==> config.mk <==
export PLATFORM = sky130hd
export DESIGN_NAME = xyz_bank_arbiter_flat
export DESIGN_NICKNAME = d
export VERILOG_FILES = /design/src/rtl/xyz_bank_arbiter_pkg.sv /design/src/rtl/xyz_bank_arbiter_if.sv /design/src/rtl/xyz_bank_arbiter_rr_pick.sv /design/src/rtl/xyz_bank_arbiter.sv /design/src/flat_wrapper.sv
export SDC_FILE = /design/constraint.sdc
export NUM_CORES = 1
export LEC_CHECK = 0
export ABC_AREA = 1
export BUFFER_PORTS_ARGS = -buffer_cell sky130_fd_sc_hd__buf_2
export CAP_MARGIN = 20
export CORE_MARGIN = 2
export CORE_UTILIZATION = 58
export CTS_BUF_LIST = sky130_fd_sc_hd__clkbuf_4
export DETAILED_ROUTE_END_ITERATION = 16
export PLACE_DENSITY = 0.87
export SLEW_MARGIN = 20
export SYNTH_ARGS = -nofsm -noshare
export SYNTH_HDL_FRONTEND = slang
export SYNTH_SLANG_ARGS = --single-unit
==> constraint.sdc <==
create_clock -name clk -period 2.65 [get_ports clk]
set_clock_uncertainty 0.2 [all_clocks]
set_input_delay 0.53 -clock clk [delete_from_list [all_inputs] [get_ports clk]]
set_output_delay 0.53 -clock clk [all_outputs]
set_load 0.01 [all_outputs]
==> src/rtl/xyz_bank_arbiter_pkg.sv <==
// Shared types and constants for the x/y/z bank arbiter.
// Latency: n/a (declarations only).
// Backpressure: n/a.
package xyz_bank_pkg;

  // Arbiter ownership states
  typedef enum logic [1:0] {
    IDLE  = 2'd0,
    OWN   = 2'd1,
    DRAIN = 2'd2
  } state_t;

  // Register select encoding carried on each requester's sel lane
  localparam logic [1:0] SEL_X   = 2'd0;
  localparam logic [1:0] SEL_Y   = 2'd1;
  localparam logic [1:0] SEL_Z   = 2'd2;
  localparam logic [1:0] SEL_NOP = 2'd3;

  // Bank contents after reset
  localparam int X_RST = 1;
  localparam int Y_RST = 2;
  localparam int Z_RST = 3;

endpackage

==> src/rtl/xyz_bank_arbiter_if.sv <==
// Requester-side bundle: per-requester req/done/we/sel/wdata in, grant/status/bank out.
// Latency: n/a (wires only).
// Backpressure: none; grant is the only flow control a requester sees.
interface xyz_bank_arbiter_if #(
  parameter int WIDTH = 5,
  parameter int NREQ  = 3
);
  import xyz_bank_pkg::*;

  logic [NREQ-1:0]       req;
  logic [NREQ-1:0]       done;
  logic [NREQ-1:0]       we;
  logic [2*NREQ-1:0]     sel;
  logic [WIDTH*NREQ-1:0] wdata;
  logic [NREQ-1:0]       grant;
  logic                  busy;
  logic                  timeout;
  logic [WIDTH-1:0]      x;
  logic [WIDTH-1:0]      y;
  logic [WIDTH-1:0]      z;

  // Requester side drives requests and writes, observes grant and bank
  modport master (
    output req, done, we, sel, wdata,
    input  grant, busy, timeout, x, y, z
  );

  // Arbiter side
  modport slave (
    input  req, done, we, sel, wdata,
    output grant, busy, timeout, x, y, z
  );

endinterface

==> src/rtl/xyz_bank_arbiter_rr_pick.sv <==
// Cyclic priority encoder: first set req bit at or after ptr, wrapping at NREQ.
// Latency: combinational.
// Backpressure: none; valid low when no request is set.
module rr_pick #(
  parameter int NREQ = 3,
  parameter int IDW  = 2
) (
  input  logic [NREQ-1:0] req,
  input  logic [IDW-1:0]  ptr,
  output logic            valid,
  output logic [IDW-1:0]  idx
);

  logic [IDW-1:0] cand;

  // Scan from farthest to nearest so the nearest set bit after ptr is the last writer
  always_comb begin
    valid = 1'b0;
    idx   = '0;
    cand  = '0;
    for (int i = NREQ - 1; i >= 0; i--) begin
      cand = IDW'((int'(ptr) + i) % NREQ);
      if (req[cand]) begin
        valid = 1'b1;
        idx   = cand;
      end
    end
  end

endmodule

==> src/rtl/xyz_bank_arbiter.sv <==
// Round-robin owner of the x/y/z bank; the granted requester's writes land one cycle after capture.
// Latency: grant 1 cycle after req in IDLE; write visible 2 cycles after we; 1 dead DRAIN cycle per grant.
// Backpressure: non-granted requesters simply wait; ownership is revoked after HOLD_MAX cycles.
module xyz_bank_arbiter
  import xyz_bank_pkg::*;
#(
  parameter int WIDTH    = 5,
  parameter int NREQ     = 3,
  parameter int HOLD_MAX = 4
) (
  input logic              clk,
  input logic              rst,
  xyz_bank_arbiter_if.slave bus
);

  localparam int IDW = (NREQ > 1) ? $clog2(NREQ) : 1;
  localparam int HCW = $clog2(HOLD_MAX + 1);

  state_t            state_q, state_d;
  logic [NREQ-1:0]   grant_q, grant_d;
  logic [IDW-1:0]    gnt_id_q, gnt_id_d;
  logic [IDW-1:0]    ptr_q, ptr_d;
  logic [HCW-1:0]    hold_q, hold_d;
  logic              timeout_q, timeout_d;

  // Pending write captured from the owner, retired into the bank next cycle
  logic              pend_vld_q, pend_vld_d;
  logic [1:0]        pend_sel_q, pend_sel_d;
  logic [WIDTH-1:0]  pend_dat_q, pend_dat_d;

  logic [WIDTH-1:0]  x_q, y_q, z_q;

  logic              pick_vld;
  logic [IDW-1:0]    pick_idx;

  logic              own_req;
  logic              own_done;
  logic              own_we;
  logic [1:0]        own_sel;
  logic [WIDTH-1:0]  own_dat;
  logic              hold_hit;
  logic [IDW-1:0]    ptr_next;

  rr_pick #(
    .NREQ (NREQ),
    .IDW  (IDW)
  ) u_pick (
    .req   (bus.req),
    .ptr   (ptr_q),
    .valid (pick_vld),
    .idx   (pick_idx)
  );

  // Only the current owner's lane is ever looked at; other strobes are dropped here
  assign own_req  = bus.req[gnt_id_q];
  assign own_done = bus.done[gnt_id_q];
  assign own_we   = bus.we[gnt_id_q];
  assign own_sel  = bus.sel[2*gnt_id_q +: 2];
  assign own_dat  = bus.wdata[WIDTH*gnt_id_q +: WIDTH];

  assign hold_hit = (hold_q == HCW'(HOLD_MAX - 1));
  assign ptr_next = (gnt_id_q == IDW'(NREQ - 1)) ? '0 : gnt_id_q + IDW'(1);

  // Next-state and next-register values for the grant FSM and write capture
  always_comb begin
    state_d    = state_q;
    grant_d    = grant_q;
    gnt_id_d   = gnt_id_q;
    ptr_d      = ptr_q;
    hold_d     = hold_q;
    timeout_d  = 1'b0;
    pend_vld_d = 1'b0;
    pend_sel_d = pend_sel_q;
    pend_dat_d = pend_dat_q;

    case (state_q)
      IDLE: begin
        if (pick_vld) begin
          state_d  = OWN;
          gnt_id_d = pick_idx;
          grant_d  = NREQ'(1) << pick_idx;
          hold_d   = '0;
        end
      end

      OWN: begin
        hold_d = hold_q + HCW'(1);
        // Capture stays live on the release cycle so a last write still lands in DRAIN
        if (own_we) begin
          pend_vld_d = 1'b1;
          pend_sel_d = own_sel;
          pend_dat_d = own_dat;
        end
        if (own_done || !own_req || hold_hit) begin
          state_d   = DRAIN;
          grant_d   = '0;
          ptr_d     = ptr_next;
          // A done coinciding with the hold limit is a clean release, not a revoke
          timeout_d = hold_hit && !own_done;
        end
      end

      DRAIN: begin
        state_d = IDLE;
      end

      default: begin
        state_d = IDLE;
        grant_d = '0;
      end
    endcase
  end

  // FSM, grant, pointer, hold counter and pending-write registers
  always_ff @(posedge clk) begin
    if (rst) begin
      state_q    <= IDLE;
      grant_q    <= '0;
      gnt_id_q   <= '0;
      ptr_q      <= '0;
      hold_q     <= '0;
      timeout_q  <= 1'b0;
      pend_vld_q <= 1'b0;
      pend_sel_q <= SEL_NOP;
      pend_dat_q <= '0;
    end else begin
      state_q    <= state_d;
      grant_q    <= grant_d;
      gnt_id_q   <= gnt_id_d;
      ptr_q      <= ptr_d;
      hold_q     <= hold_d;
      timeout_q  <= timeout_d;
      pend_vld_q <= pend_vld_d;
      pend_sel_q <= pend_sel_d;
      pend_dat_q <= pend_dat_d;
    end
  end

  // Bank update: at most one register per cycle, from the pending write
  always_ff @(posedge clk) begin
    if (rst) begin
      x_q <= WIDTH'(X_RST);
      y_q <= WIDTH'(Y_RST);
      z_q <= WIDTH'(Z_RST);
    end else if (pend_vld_q) begin
      case (pend_sel_q)
        SEL_X:   x_q <= pend_dat_q;
        SEL_Y:   y_q <= pend_dat_q;
        SEL_Z:   z_q <= pend_dat_q;
        SEL_NOP: ;
      endcase
    end
  end

  assign bus.grant   = grant_q;
  assign bus.busy    = (state_q != IDLE);
  assign bus.timeout = timeout_q;
  assign bus.x       = x_q;
  assign bus.y       = y_q;
  assign bus.z       = z_q;

endmodule

==> src/flat_wrapper.sv <==
// flat-port wrapper written by rule: the top's interface ports become plain ports
module xyz_bank_arbiter_flat import xyz_bank_pkg::*;
#(
  parameter int WIDTH    = 5,
  parameter int NREQ     = 3,
  parameter int HOLD_MAX = 4
)
  (clk, rst, bus_req, bus_done, bus_we, bus_sel, bus_wdata, bus_grant, bus_busy, bus_timeout, bus_x, bus_y, bus_z);
  xyz_bank_arbiter_if #(.WIDTH(WIDTH), .NREQ(NREQ)) bus_i ();
  input logic clk;
  input logic rst;
  input wire logic [$bits(bus_i.req)-1:0] bus_req;
  input wire logic [$bits(bus_i.done)-1:0] bus_done;
  input wire logic [$bits(bus_i.we)-1:0] bus_we;
  input wire logic [$bits(bus_i.sel)-1:0] bus_sel;
  input wire logic [$bits(bus_i.wdata)-1:0] bus_wdata;
  output wire logic [$bits(bus_i.grant)-1:0] bus_grant;
  output wire logic [$bits(bus_i.busy)-1:0] bus_busy;
  output wire logic [$bits(bus_i.timeout)-1:0] bus_timeout;
  output wire logic [$bits(bus_i.x)-1:0] bus_x;
  output wire logic [$bits(bus_i.y)-1:0] bus_y;
  output wire logic [$bits(bus_i.z)-1:0] bus_z;
  assign bus_i.req = bus_req;
  assign bus_i.done = bus_done;
  assign bus_i.we = bus_we;
  assign bus_i.sel = bus_sel;
  assign bus_i.wdata = bus_wdata;
  assign bus_grant = bus_i.grant;
  assign bus_busy = bus_i.busy;
  assign bus_timeout = bus_i.timeout;
  assign bus_x = bus_i.x;
  assign bus_y = bus_i.y;
  assign bus_z = bus_i.z;
  xyz_bank_arbiter #(.WIDTH(WIDTH), .NREQ(NREQ), .HOLD_MAX(HOLD_MAX)) u_core (.clk(clk), .rst(rst), .bus(bus_i));
endmodule
==> impl_metrics.prom <==
# TYPE chip_impl_metric gauge
chip_impl_info{name="run_status",value="finished clean"} 1
chip_impl_metric{name="place_inst",unit=""} 349
chip_impl_metric{name="cts.sinks",unit=""} 36
chip_impl_metric{name="cts_buffers",unit=""} 5
chip_impl_metric{name="slew_viol_final",unit=""} 0
chip_impl_metric{name="number_of_global_route_vias_before_repair",unit=""} 1686
chip_impl_metric{name="cellLeakagePower",unit="nW"} 1.12
chip_impl_metric{name="finalSetupViolCount",unit=""} 0
chip_impl_metric{name="synth.ff_latch_count",unit=""} 36
chip_impl_metric{name="fin_crit",unit="ns"} 1.95
chip_impl_metric{name="whs_path_depth",unit=""} 2
chip_impl_metric{name="finalCritPeriodShare",unit=""} 0.734
chip_impl_info{name="critical_path.reg2reg.endpoint",value="u_core.hold_q[2]"} 1
chip_impl_metric{name="pwr_density_cell",unit="nW/um^2"} 944
chip_impl_metric{name="final_nets",unit=""} 349
chip_impl_info{name="setup.worst_path.start_class",value="register"} 1
chip_impl_metric{name="relSlewSlack",unit=""} 0.573
chip_impl_metric{name="hold_buffers",unit=""} 0
chip_impl_info{name="min_path_type",value="reg2reg"} 1
chip_impl_info{name="synthMostInstantiatedCell",value="nand2_1"} 1
chip_impl_info{name="post-synth-top-area-cell",value="dfxtp_1"} 1
chip_impl_metric{name="synthesis.yosys.warnings",unit=""} 0
chip_impl_info{name="cell_types_occupying_the_most_area_after_synthesis",value="dfxtp_1, nand2_1, nand3_1"} 1
chip_impl_metric{name="syn_area_per_cell",unit="um^2"} 7.12
chip_impl_metric{name="worst_ir_drop_vdd",unit="uV"} 472
chip_impl_metric{name="post_cts.resized_instances",unit=""} 0
chip_impl_info{name="crit-reg2reg-launch",value="u_core.ptr_q[0]"} 1
chip_impl_metric{name="floorplan.initialDensity",unit=""} 0.607
chip_impl_metric{name="remaining_drc_errors",unit=""} 0
chip_impl_metric{name="netlist.area_leader.share",unit=""} 0.392
chip_impl_metric{name="pin_count_of_the_biggest_net_entering_global_routing",unit=""} 27
chip_impl_metric{name="detail_route.first_pass.iterations",unit=""} 4
chip_impl_metric{name="floorplan.rows",unit=""} 20
chip_impl_metric{name="combined_area_of_all_synthesized_cells",unit="um^2"} 1840
chip_impl_info{name="top_layer_used",value="met4"} 1
chip_impl_metric{name="io_pins",unit=""} 52
chip_impl_metric{name="switching_component_of_the_power",unit="mW"} 0.954
chip_impl_metric{name="route.detailed.vias_per_inst",unit=""} 4.97
chip_impl_metric{name="route.layer.met1.wl",unit="mm"} 1.79
chip_impl_info{name="timing.critical_path.to_type",value="output pin"} 1
chip_impl_metric{name="worst_hold_slack",unit="ns"} 0.273
chip_impl_info{name="worst_hold_path.endpoint",value="u_core.bus.grant[1]"} 1
chip_impl_metric{name="antenna_cells_inserted",unit=""} 0
chip_impl_metric{name="floorplan.die.width",unit="um"} 60.3
chip_impl_metric{name="clk_network_pwr_share",unit=""} 0.142
chip_impl_metric{name="synthCells",unit=""} 258
chip_impl_metric{name="timing.critical_path.required",unit="ns"} 1.92
chip_impl_metric{name="initial_antenna_violation_count",unit=""} 0
chip_impl_metric{name="route.antenna.remaining_nets",unit=""} 0
chip_impl_metric{name="synth_enable_flop_cells",unit=""} 0
chip_impl_info{name="unrepaired_setup_endpoints_after_global_routing",value="no"} 1
chip_impl_metric{name="grt_pass1_wl",unit="mm"} 6.79
chip_impl_metric{name="reg2reg_setup_slack",unit="ns"} 0.73
chip_impl_metric{name="design_power_total",unit="mW"} 2.06
chip_impl_metric{name="final_design_area_no_fill",unit="um^2"} 2180
chip_impl_metric{name="crit_path_max_fanout",unit=""} 5
chip_impl_metric{name="met2_wirelength",unit="mm"} 1.87
chip_impl_metric{name="cts_setup_buffers",unit=""} 0
chip_impl_info{name="critPathKind",value="reg2out"} 1
chip_impl_metric{name="worst_pin_slew",unit="ns"} 0.639
chip_impl_metric{name="grt_overflow",unit=""} 0
chip_impl_metric{name="gp_congestion",unit=""} 0.850
chip_impl_metric{name="grt_usage",unit=""} 0.246
chip_impl_metric{name="layout.cells.non_filler",unit=""} 357
chip_impl_metric{name="floorplan.die_area",unit="um^2"} 3630
chip_impl_info{name="post_synth_most_frequent_cells",value="nand2_1, dfxtp_1, nand3_1, nor2_1, inv_1"} 1
chip_impl_metric{name="synth-async-reset-ratio",unit=""} 0
chip_impl_metric{name="die_h",unit="um"} 60.3
chip_impl_metric{name="dpl-instance-area",unit="um^2"} 2130
chip_impl_metric{name="post_detailed_route_wirelength_per_cell",unit="um"} 11.0
chip_impl_metric{name="max-cap-violations",unit=""} 0
chip_impl_metric{name="drt_iter0_drc",unit=""} 65
chip_impl_metric{name="combPwrFrac",unit=""} 0.483
chip_impl_metric{name="clock_insertion_delay_worst_skew",unit="ns"} 0.34
chip_impl_metric{name="fin_setup_tns",unit="ns"} 0
chip_impl_info{name="post_synth_top_flop",value="dfxtp_1"} 1
chip_impl_metric{name="synthDistinctLibCells",unit=""} 27
chip_impl_metric{name="htreeDepth",unit=""} 2
chip_impl_metric{name="power.share.switching",unit=""} 0.463
chip_impl_info{name="cts.root.buffer_cell",value="clkbuf_4"} 1
chip_impl_metric{name="max_freq",unit="MHz"} 514
chip_impl_metric{name="wirelength",unit="mm"} 3.93
chip_impl_metric{name="dr_wl_met3",unit="um"} 231
chip_impl_metric{name="cp.arrival",unit="ns"} 1.22
chip_impl_metric{name="share_of_synthesized_area_occupied_by_flip_flops_and_latches",unit=""} 0.392
chip_impl_info{name="cts_tree",value="done"} 1
chip_impl_metric{name="placeableCoreArea",unit="um^2"} 3030
chip_impl_metric{name="vias",unit=""} 1773
chip_impl_metric{name="dp_hpwl",unit="mm"} 3.13
chip_impl_metric{name="layout-drive-gt1-share",unit=""} 0.278
chip_impl_metric{name="ctsLongestPathBuffers",unit=""} 2
chip_impl_metric{name="p_seq_frac",unit=""} 0.375
chip_impl_metric{name="syn-num-nets",unit=""} 295
chip_impl_metric{name="finalHoldViolations",unit=""} 0
chip_impl_metric{name="timing.reg2reg.worst_path_depth",unit=""} 10
chip_impl_metric{name="areaGrowthSynthToFinish",unit="%"} 18.8
chip_impl_info{name="worstHoldStart",value="u_core.bus.grant[1]"} 1
chip_impl_metric{name="power.internal",unit="mW"} 1.11
chip_impl_metric{name="port_buffers",unit=""} 51
chip_impl_metric{name="clkSlewWorstSetupHoldPaths",unit="ns"} 0.11
## cells by family after synthesis
logic type      count (synthesis)  share of synthesized area
compound gates                 33                      0.100
fa+ha+maj                       5                     0.0341
flops                          36                      0.392
buf+inv                        34                     0.0756
simple gates                  150                      0.398
## metal layers
layer / GRT usage / up-vias
li1: - / 938
met1: 0.316 / 780
met2: 0.411 / 50
met3: 0.0584 / 5
met4: 0.0667 / 0
met5: 0 / -
## registers in the layout, indices dropped and copies added, names as in the netlist
register	flops
u_core.state_q	2
u_core.pend_sel_q	2
u_core.ptr_q	2
u_core.bus.y	5
u_core.bus.timeout	1
u_core.bus.z	5
u_core.pend_dat_q	5
u_core.bus.x	5
u_core.pend_vld_q	1
u_core.hold_q	3
u_core.gnt_id_q	2
u_core.bus.grant	3
## metrics by stage
step / utilization / setup WS, ns
finish: 0.721 / 0.704
detailed placement: 0.702 / 0.782
floorplan: - / 0.938
global route: 0.721 / 0.540
global placement: 0.702 / 0.866
CTS: 0.721 / 0.706
## area by class of cell
cell class,instances,area (um^2)
multi-input combinational,188,977
fill,256,846
sequential,36,721
timing repair buffer,51,255
inverter,30,118
tap,44,55.1
clock buffer,5,37.5
clock inverter,3,18.8
## cells in the final DEF (no fill, tap or decap), types with 2 or more instances in the layout
master / count
nand3_2: 5
inv_1: 23
nor2_4: 4
a21oi_2: 3
buf_2: 51
dfxtp_1: 36
nand2_1: 60
clkbuf_4: 5
a21oi_1: 8
inv_4: 2
o21ai_0: 13
nand2_4: 2
nor2_1: 34
clkinv_2: 2
nand2_2: 3
nor3_1: 2
inv_2: 5
ha_1: 5
nand3_1: 34
o21ai_1: 8
## how the worst max path moves through the flow
stage                     slack (ns)              start                  end  depth (start not counted)
after floorplan                 0.94    u_core.ptr_q[0]  u_core.bus.grant[0]                         11
after global placement          0.87                rst      u_core.ptr_q[1]                          4
after detailed placement        0.78    u_core.ptr_q[0]  u_core.bus.grant[0]                         11
after CTS                       0.71  u_core.state_q[1]             bus_busy                          3
after global routing            0.54    u_core.ptr_q[0]   u_core.gnt_id_q[0]                         10
final                           0.70  u_core.state_q[1]             bus_busy                          3
## worst max-delay path, stage by stage (launching register included)
cell and delay (ns):
dfxtp_1 0.36, nor2_1 0.32, inv_1 0.06, buf_2 0.14
## power by group through the flow
stage	sequential [mW]	combinational, mW	clock, mW
5_1_grt	0.791	1.15	0.316
6_report	0.773	0.995	0.293
3_3_place_gp	0.781	0.960	0
2_1_floorplan	0.743	0.810	0
4_1_cts	0.773	0.998	0.294
3_5_place_dp	0.786	0.996	0
No activity file was read; power rests on OpenSTA's default activity.
